`src/rtl/mem_seq_pkg.sv`:
```
// mem_seq_pkg: state encoding and default size shared by
// the two-memory sequencer and its counters.
package mem_seq_pkg;

  localparam int N_WORDS_DFLT = 8;

  typedef enum logic [3:0] {
    IDLE,
    CLR,
    LOAD,
    RWND,
    RDX,
    RDY,
    WRB,
    NXT,
    DONE
  } state_t;

endpackage

```
`src/rtl/mem_seq_cnt.sv`:
```
// mem_seq_cnt: saturating up-counter with synchronous clear
// and terminal-count compare against a supplied last value.
module mem_seq_cnt #(
  parameter int CNT_W = 3
) (
  input  logic             clk,
  input  logic             rst,
  input  logic             clr,
  input  logic             inc,
  input  logic [CNT_W-1:0] last,
  output logic             tc
);

  logic [CNT_W-1:0] q;

  // Holds at the terminal value so the count never wraps.
  always_ff @(posedge clk) begin
    if (!rst) begin
      q <= '0;
    end else if (clr) begin
      q <= '0;
    end else if (inc && !tc) begin
      q <= q + CNT_W'(1);
    end
  end

  assign tc = (q == last);

endmodule

```
`src/rtl/mem_seq_ctrl.sv`:
```
// mem_seq_ctrl: load N words into A, then pairwise read A and write B.
// Define MEM_SEQ_AUTO_RESTART_EN to chain runs back to back after done.
module mem_seq_ctrl
  import mem_seq_pkg::*;
#(
  parameter int N_WORDS = N_WORDS_DFLT,
  parameter int CNT_W   = $clog2(N_WORDS)
) (
  input  logic clk,
  input  logic rst,
  input  logic start,
  input  logic in_valid,
  output logic in_ready,
  output logic wea,
  output logic inca,
  output logic clr_a,
  output logic ld_x,
  output logic ld_y,
  output logic web,
  output logic incb,
  output logic clr_b,
  output logic busy,
  output logic done
);

  localparam logic [CNT_W-1:0] W_LAST = CNT_W'(N_WORDS - 1);
  localparam logic [CNT_W-1:0] P_LAST = CNT_W'(N_WORDS / 2 - 1);

  state_t state;
  state_t state_d;

  logic w_clr;
  logic w_inc;
  logic w_tc;
  logic p_clr;
  logic p_inc;
  logic p_tc;

  mem_seq_cnt #(
    .CNT_W (CNT_W)
  ) u_wcnt (
    .clk  (clk),
    .rst  (rst),
    .clr  (w_clr),
    .inc  (w_inc),
    .last (W_LAST),
    .tc   (w_tc)
  );

  mem_seq_cnt #(
    .CNT_W (CNT_W)
  ) u_pcnt (
    .clk  (clk),
    .rst  (rst),
    .clr  (p_clr),
    .inc  (p_inc),
    .last (P_LAST),
    .tc   (p_tc)
  );

  always_ff @(posedge clk) begin
    if (!rst) begin
      state <= IDLE;
    end else begin
      state <= state_d;
    end
  end

  always_comb begin
    state_d  = state;
    in_ready = 1'b0;
    wea      = 1'b0;
    inca     = 1'b0;
    clr_a    = 1'b0;
    ld_x     = 1'b0;
    ld_y     = 1'b0;
    web      = 1'b0;
    incb     = 1'b0;
    clr_b    = 1'b0;
    done     = 1'b0;
    busy     = (state != IDLE);
    w_clr    = 1'b0;
    w_inc    = 1'b0;
    p_clr    = 1'b0;
    p_inc    = 1'b0;
    unique case (state)
      IDLE: begin
        if (start) state_d = CLR;
      end
      CLR: begin
        clr_a   = 1'b1;
        clr_b   = 1'b1;
        w_clr   = 1'b1;
        state_d = LOAD;
      end
      LOAD: begin
        in_ready = 1'b1;
        wea      = in_valid;
        inca     = in_valid;
        w_inc    = in_valid;
        if (in_valid && w_tc) state_d = RWND;
      end
      RWND: begin
        clr_a   = 1'b1;
        p_clr   = 1'b1;
        state_d = RDX;
      end
      RDX: begin
        ld_x    = 1'b1;
        inca    = 1'b1;
        state_d = RDY;
      end
      RDY: begin
        ld_y    = 1'b1;
        inca    = 1'b1;
        state_d = WRB;
      end
      WRB: begin
        web     = 1'b1;
        state_d = NXT;
      end
      NXT: begin
        incb    = 1'b1;
        p_inc   = 1'b1;
        state_d = p_tc ? DONE : RDX;
      end
      DONE: begin
        done = 1'b1;
`ifdef MEM_SEQ_AUTO_RESTART_EN
        state_d = CLR;
`else
        state_d = IDLE;
`endif
      end
      default: begin
        state_d = IDLE;
      end
    endcase
  end

endmodule

```
`config.mk`:
```
export PLATFORM = sky130hd
export DESIGN_NAME = mem_seq_ctrl
export DESIGN_NICKNAME = d
export VERILOG_FILES = /design/src/rtl/mem_seq_pkg.sv /design/src/rtl/mem_seq_cnt.sv /design/src/rtl/mem_seq_ctrl.sv
export SDC_FILE = /design/constraint.sdc
export NUM_CORES = 1
export LEC_CHECK = 0
export CAP_MARGIN = 20
export CORE_AREA = 5 5 42 44
export CTS_CLUSTER_DIAMETER = 60
export DETAILED_ROUTE_END_ITERATION = 10
export DIE_AREA = 0 0 47 49
export PLACE_DENSITY = 0.8
export SETUP_SLACK_MARGIN = 0.3
export SLEW_MARGIN = 20
export SYNTH_ARGS = -nofsm -noshare
export SYNTH_HDL_FRONTEND = slang
export SYNTH_SLANG_ARGS = --single-unit
export TNS_END_PERCENT = 1
```
`constraint.sdc`:
```
create_clock -name clk -period 2 [get_ports clk]
set_input_delay 0.4 -clock clk [delete_from_list [all_inputs] [get_ports clk]]
set_output_delay 0.4 -clock clk [all_outputs]
set_load 0.01 [all_outputs]
```
Word level (Yosys, flattened, before mapping)

Index checks and enable logic that the tools add are counted.

Register bits: 10
Logic and storage cells: 45
Output and inout bits: 11
Input port bits: 4

Bitwise operators: 1
Multiplexer cells: 15
$add $sub $neg: 2
Reductions and logical operators: 12
Equality and inequality tests: 12

Operator list:

| cell                                                 | number |
|---|---|
| one-hot mux 4 bit (8 select lines)                   | 1 |
| equality test 4 x 3 -> 1 bit (second input constant) | 4 |
| 2-to-1 mux 4 bit                                     | 3 |
| 2-to-1 mux 1 bit                                     | 10 |
| equality test 4 x 2 -> 1 bit (second input constant) | 2 |
| OR reduction 2 bit                                   | 4 |
| adder 3 x 1 -> 3 bit (second input constant)         | 2 |
| equality test 4 x 1 -> 1 bit (second input constant) | 1 |
| equality test 4 bit (second input constant)          | 1 |
| zero test 4 bit                                      | 1 |
| inequality test 2 bit (second input constant)        | 2 |
| nonzero test 4 bit                                   | 1 |
| equality test 3 x 2 -> 1 bit (second input constant) | 1 |
| equality test 3 bit (second input constant)          | 1 |
| logical AND 1 bit                                    | 3 |
| zero test 1 bit                                      | 2 |
| one-hot mux 1 bit (2 select lines)                   | 1 |
| AND reduction 2 bit                                  | 1 |
| inverter 1 bit                                       | 1 |

Longest topological paths before layout

Word-level depth: 4
Depth in mapped cells: 5
Depth with buffers taken out: 5

By module

From an unflattened synthesis, not the netlist that was laid out.

Cells, all modules: 97
Area, all modules: 813.3 sq um

By module, submodules not included:

| module       | cells an instance | area an instance (sq um) | times used | sequential area each (sq um) |
|---|---|---|---|---|
| mem_seq_cnt  | 29                | 264.0                    | 2          | 60.1 |
| mem_seq_ctrl | 39                | 285.3                    | 1          | 80.1 |

Least setup slack after synthesis

No wires, ideal clock.

Path type: reg-to-output
Start: register state[2]
End: output port wea
Buffers on the path: 0
Data required time: 1.600 ns
Data arrival time: 1.183 ns
Setup slack: 0.417 ns
Stages on the path, launching flop included: 4
Path through: dfxtp_1 or4b_4 inv_1 and2_1

Word-level cells in the longest chain between the ends: 2

RTL lines:

| what                         | RTL line           | source |
|---|---|---|
| from (decl)                  | mem_seq_ctrl.sv:29 | `state_t state;` |
| from (signal assigned)       | mem_seq_ctrl.sv:65 | `state <= state_d;` |
| equality test 4 x 2 -> 1 bit | mem_seq_ctrl.sv:86 | `unique case (state)` |
| 2-to-1 mux 1 bit             | mem_seq_ctrl.sv:86 |  |
| to (decl)                    | mem_seq_ctrl.sv:14 | `output logic wea,` |

No other way between the ends.

Worst setup path in the final report

Start: register state[0]
End: output port in_ready

Word-level cells in the longest chain between the ends: 2

RTL lines:

| what                         | RTL line           | source |
|---|---|---|
| equality test 4 x 2 -> 1 bit | mem_seq_ctrl.sv:86 |  |
| 2-to-1 mux 1 bit             | mem_seq_ctrl.sv:86 |  |
| to (decl)                    | mem_seq_ctrl.sv:13 | `output logic in_ready,` |

No other way between the ends.

==> results <==
[Yosys cell counts (2+ instances only)]
cell	instances
clkbuf_1	3
o31ai_1	2
nor2_1	4
dfxtp_1	10
nand2_1	2
inv_1	4
a21oi_1	10
nor3_1	4
o21ai_0	6
nand2b_1	5
nand3_1	2
ha_1	4
or3_1	3
[metrics by stage]
| step | hold WS (ns) | area (µm²) |
|---|---|---|
| floorplan | 0.454 | 568 |
| global placement | 0.463 | 757 |
| detailed placement | 0.475 | 757 |
| CTS | 0.483 | 776 |
| global route | 0.513 | 801 |
| finish | 0.482 | 801 |
[worst reg2reg max path, stage by stage (launching register included)]
cell,delay (ns)
dfxtp_2,0.33
or4b_4,0.56
buf_4,0.17
or3_1,0.34
a21oi_1,0.14
[power breakdown]
part / leakage, µW / switching, µW / internal, µW
clock network: 0.0000138 / 72.1 / 69.6
registers: 0.0000823 / 4.83 / 206
logic: 0.000272 / 61.0 / 55.9
[how the worst max path moves through the flow]
| stage | start | end | slack, ns | depth (start not counted) |
|---|---|---|---|---|
| after detailed placement | in_valid | inca | -0.18 | 5 |
| after global placement | in_valid | inca | -0.16 | 5 |
| final | state[0] | in_ready | 0.13 | 3 |
| after floorplan | state[2] | wea | 0.42 | 3 |
| after global routing | state[0] | in_ready | 0.09 | 3 |
| after CTS | state[3] | wea | 0.03 | 4 |
[timing repair]
item / in CTS / in global routing
gates cloned: 0 / 0
setup endpoints to repair: 11 / 11
resized for setup: 12 / 36
pin swaps: 0 / 3
buffers inserted: 1 / 0
[layer usage]
metal	GRT usage [%]	vias to the layer above	routed length (µm)
li1	-	297	-
met4	4.15	0	0
met2	21.0	17	736
met1	18.4	266	625
met5	0	-	0
met3	4.80	0	81
[final cells by class]
cell class / count / area share [%]
well taps: 16 / 2.50
clock buffers: 3 / 2.81
multi-input cells: 53 / 46.2
inverters: 4 / 2.19
flip-flops and latches: 10 / 25.5
repair buffers: 21 / 20.8
[cell families (layout without fill, tap and decap cells)]
group	after synthesis	count (layout)	share of synthesized area (%)
AOI/OAI and AO/OA	18	18	16.7
adders and majority gates	4	4	8.81
buffers and inverters	8	28	5.50
DFF	10	10	35.2
and+or+nand+nor	31	31	33.7
[placed cells by master, fill, tap and decap left out, types with 3 or more instances in the layout]
master	count
or3_1	3
a21oi_1	10
nor3_1	3
dfxtp_1	7
clkbuf_2	7
inv_1	3
nor2_1	4
dfxtp_2	3
o21ai_0	6
nand2b_1	5
buf_6	3
ha_1	4
clkbuf_4	3
buf_4	5
[sequential cells by signal (all words and copies together), names as in the netlist]
register  cells
state         4
u_pcnt.q      3
u_wcnt.q      3
==> results_dict.tcl <==
set metrics [dict create \
    final_layout_size_suffix_gt1_share_pct 31.9 \
    fin_nets 101 \
    hold_violations 0 \
    finalMaxSlewViolations 0 \
    end_kind "primary output" \
    leakage_uw 0.000368 \
    root_buffer "clkbuf_4" \
    clk_pin_slew_ns 0.07 \
    rsz0062_at_grt "true" \
    die_y_um 49 \
    synthFlopType "dfxtp_1" \
    wire_per_inst_um 13.5 \
    area_growth_syn_to_layout_pct 41.0 \
    cp_top_family "simple AND/OR/NAND/NOR gates" \
    required_ns 1.60 \
    period_needed_ns 1.87 \
    drt_iter0_drc 12 \
    nFillCells 133 \
    finalWirelength_um 1440 \
    place_hpwl_um 946 \
    hold_depth 2 \
    rrSetupSlack_ns 0.40 \
    cts_max_path_buffers 2 \
    hp-class "reg -> reg" \
    io_buffers 14 \
    ff_latch_area_um2 204 \
    dp_slack_ns -0.184 \
    ir_worst_vdd_v 0.000352 \
    instances_no_fill 107 \
    clk_latency_ns 0.27 \
    ios 15 \
    ys_seq_area_share_pct 35.2 \
    fin_util_pct 57.1 \
    multi_input_area_um2 370 \
    synth_edf_count 0 \
    grt_max_degree 14 \
    cts_tree "built" \
    synth_area_leader_cell "dfxtp_1" \
    arrival_ns 1.47 \
    dieArea_um2 2300 \
    status "finished clean" \
    start_util_pct 40.5 \
    drc 0 \
    finalSetupViolCount 0 \
    slowest_delay_ns 0.56 \
    synth_area_leaders "dfxtp_1, a21oi_1, ha_1, nand2b_1, o21ai_0" \
    max-slew-margin-rel_pct 69.4 \
    r2r-end "u_wcnt.q[0]" \
    crit_slowest_cell "or4b_4" \
    grt-ovfl-total 0 \
    skew_ns 0.00583 \
    r2r_cells 4 \
    fmax_ghz 0.535 \
    numCtsBuffers 3 \
    worstHoldStart "u_pcnt.q[1]" \
    drt-pass1-iter-count 4 \
    critPathBufInv 2 \
    antenna_left 0 \
    yosys_register_bits 10 \
    period_share_pct 93.5 \
    grt_pass1_wl_um 2410 \
    cts_htree_levels 1 \
    dp.cells 103 \
    maxCapViolCount 0 \
    synth.distinct_cells 25 \
    power_density_nw_per_um2 587 \
    synth_top_area_share_pct 35.2 \
    diodes 0 \
    synthesis.nets 79 \
    start_kind "flop" \
    path_max_fanout 4 \
    crit_type "reg -> out" \
    rows 14 \
    cts.sinks 10 \
    power_uw 470 \
    cts-hold-fix-buffers 0 \
    vias_per_cell 5.42 \
    crit-reg2reg-launch "state[0]" \
    track_usage_pct 14.0 \
    fp.coreArea_um2 1400 \
    grt_pass1_vias 597 \
    finalWorstSetupSlack_ns 0.130 \
    avgSynthCellArea_um2 8.00 \
    worstMarginPinSlew_ns 0.455 \
    syn_inst 71 \
    hold_path_end "u_pcnt.q[1]" \
    syn-cell-area_um2 568 \
    antenna_found_initial 0 \
    synth_warnings 0 \
    async_flop_share_pct 0 \
    path_cells "or4b_4 > inv_4 > clkdlybuf4s15_1" \
    finalSetupTns_ns 0 \
    die_w_um 47 \
    gp_congestion 0.747 \
    vias 580 \
]
(Power assumes the default switching activity.)
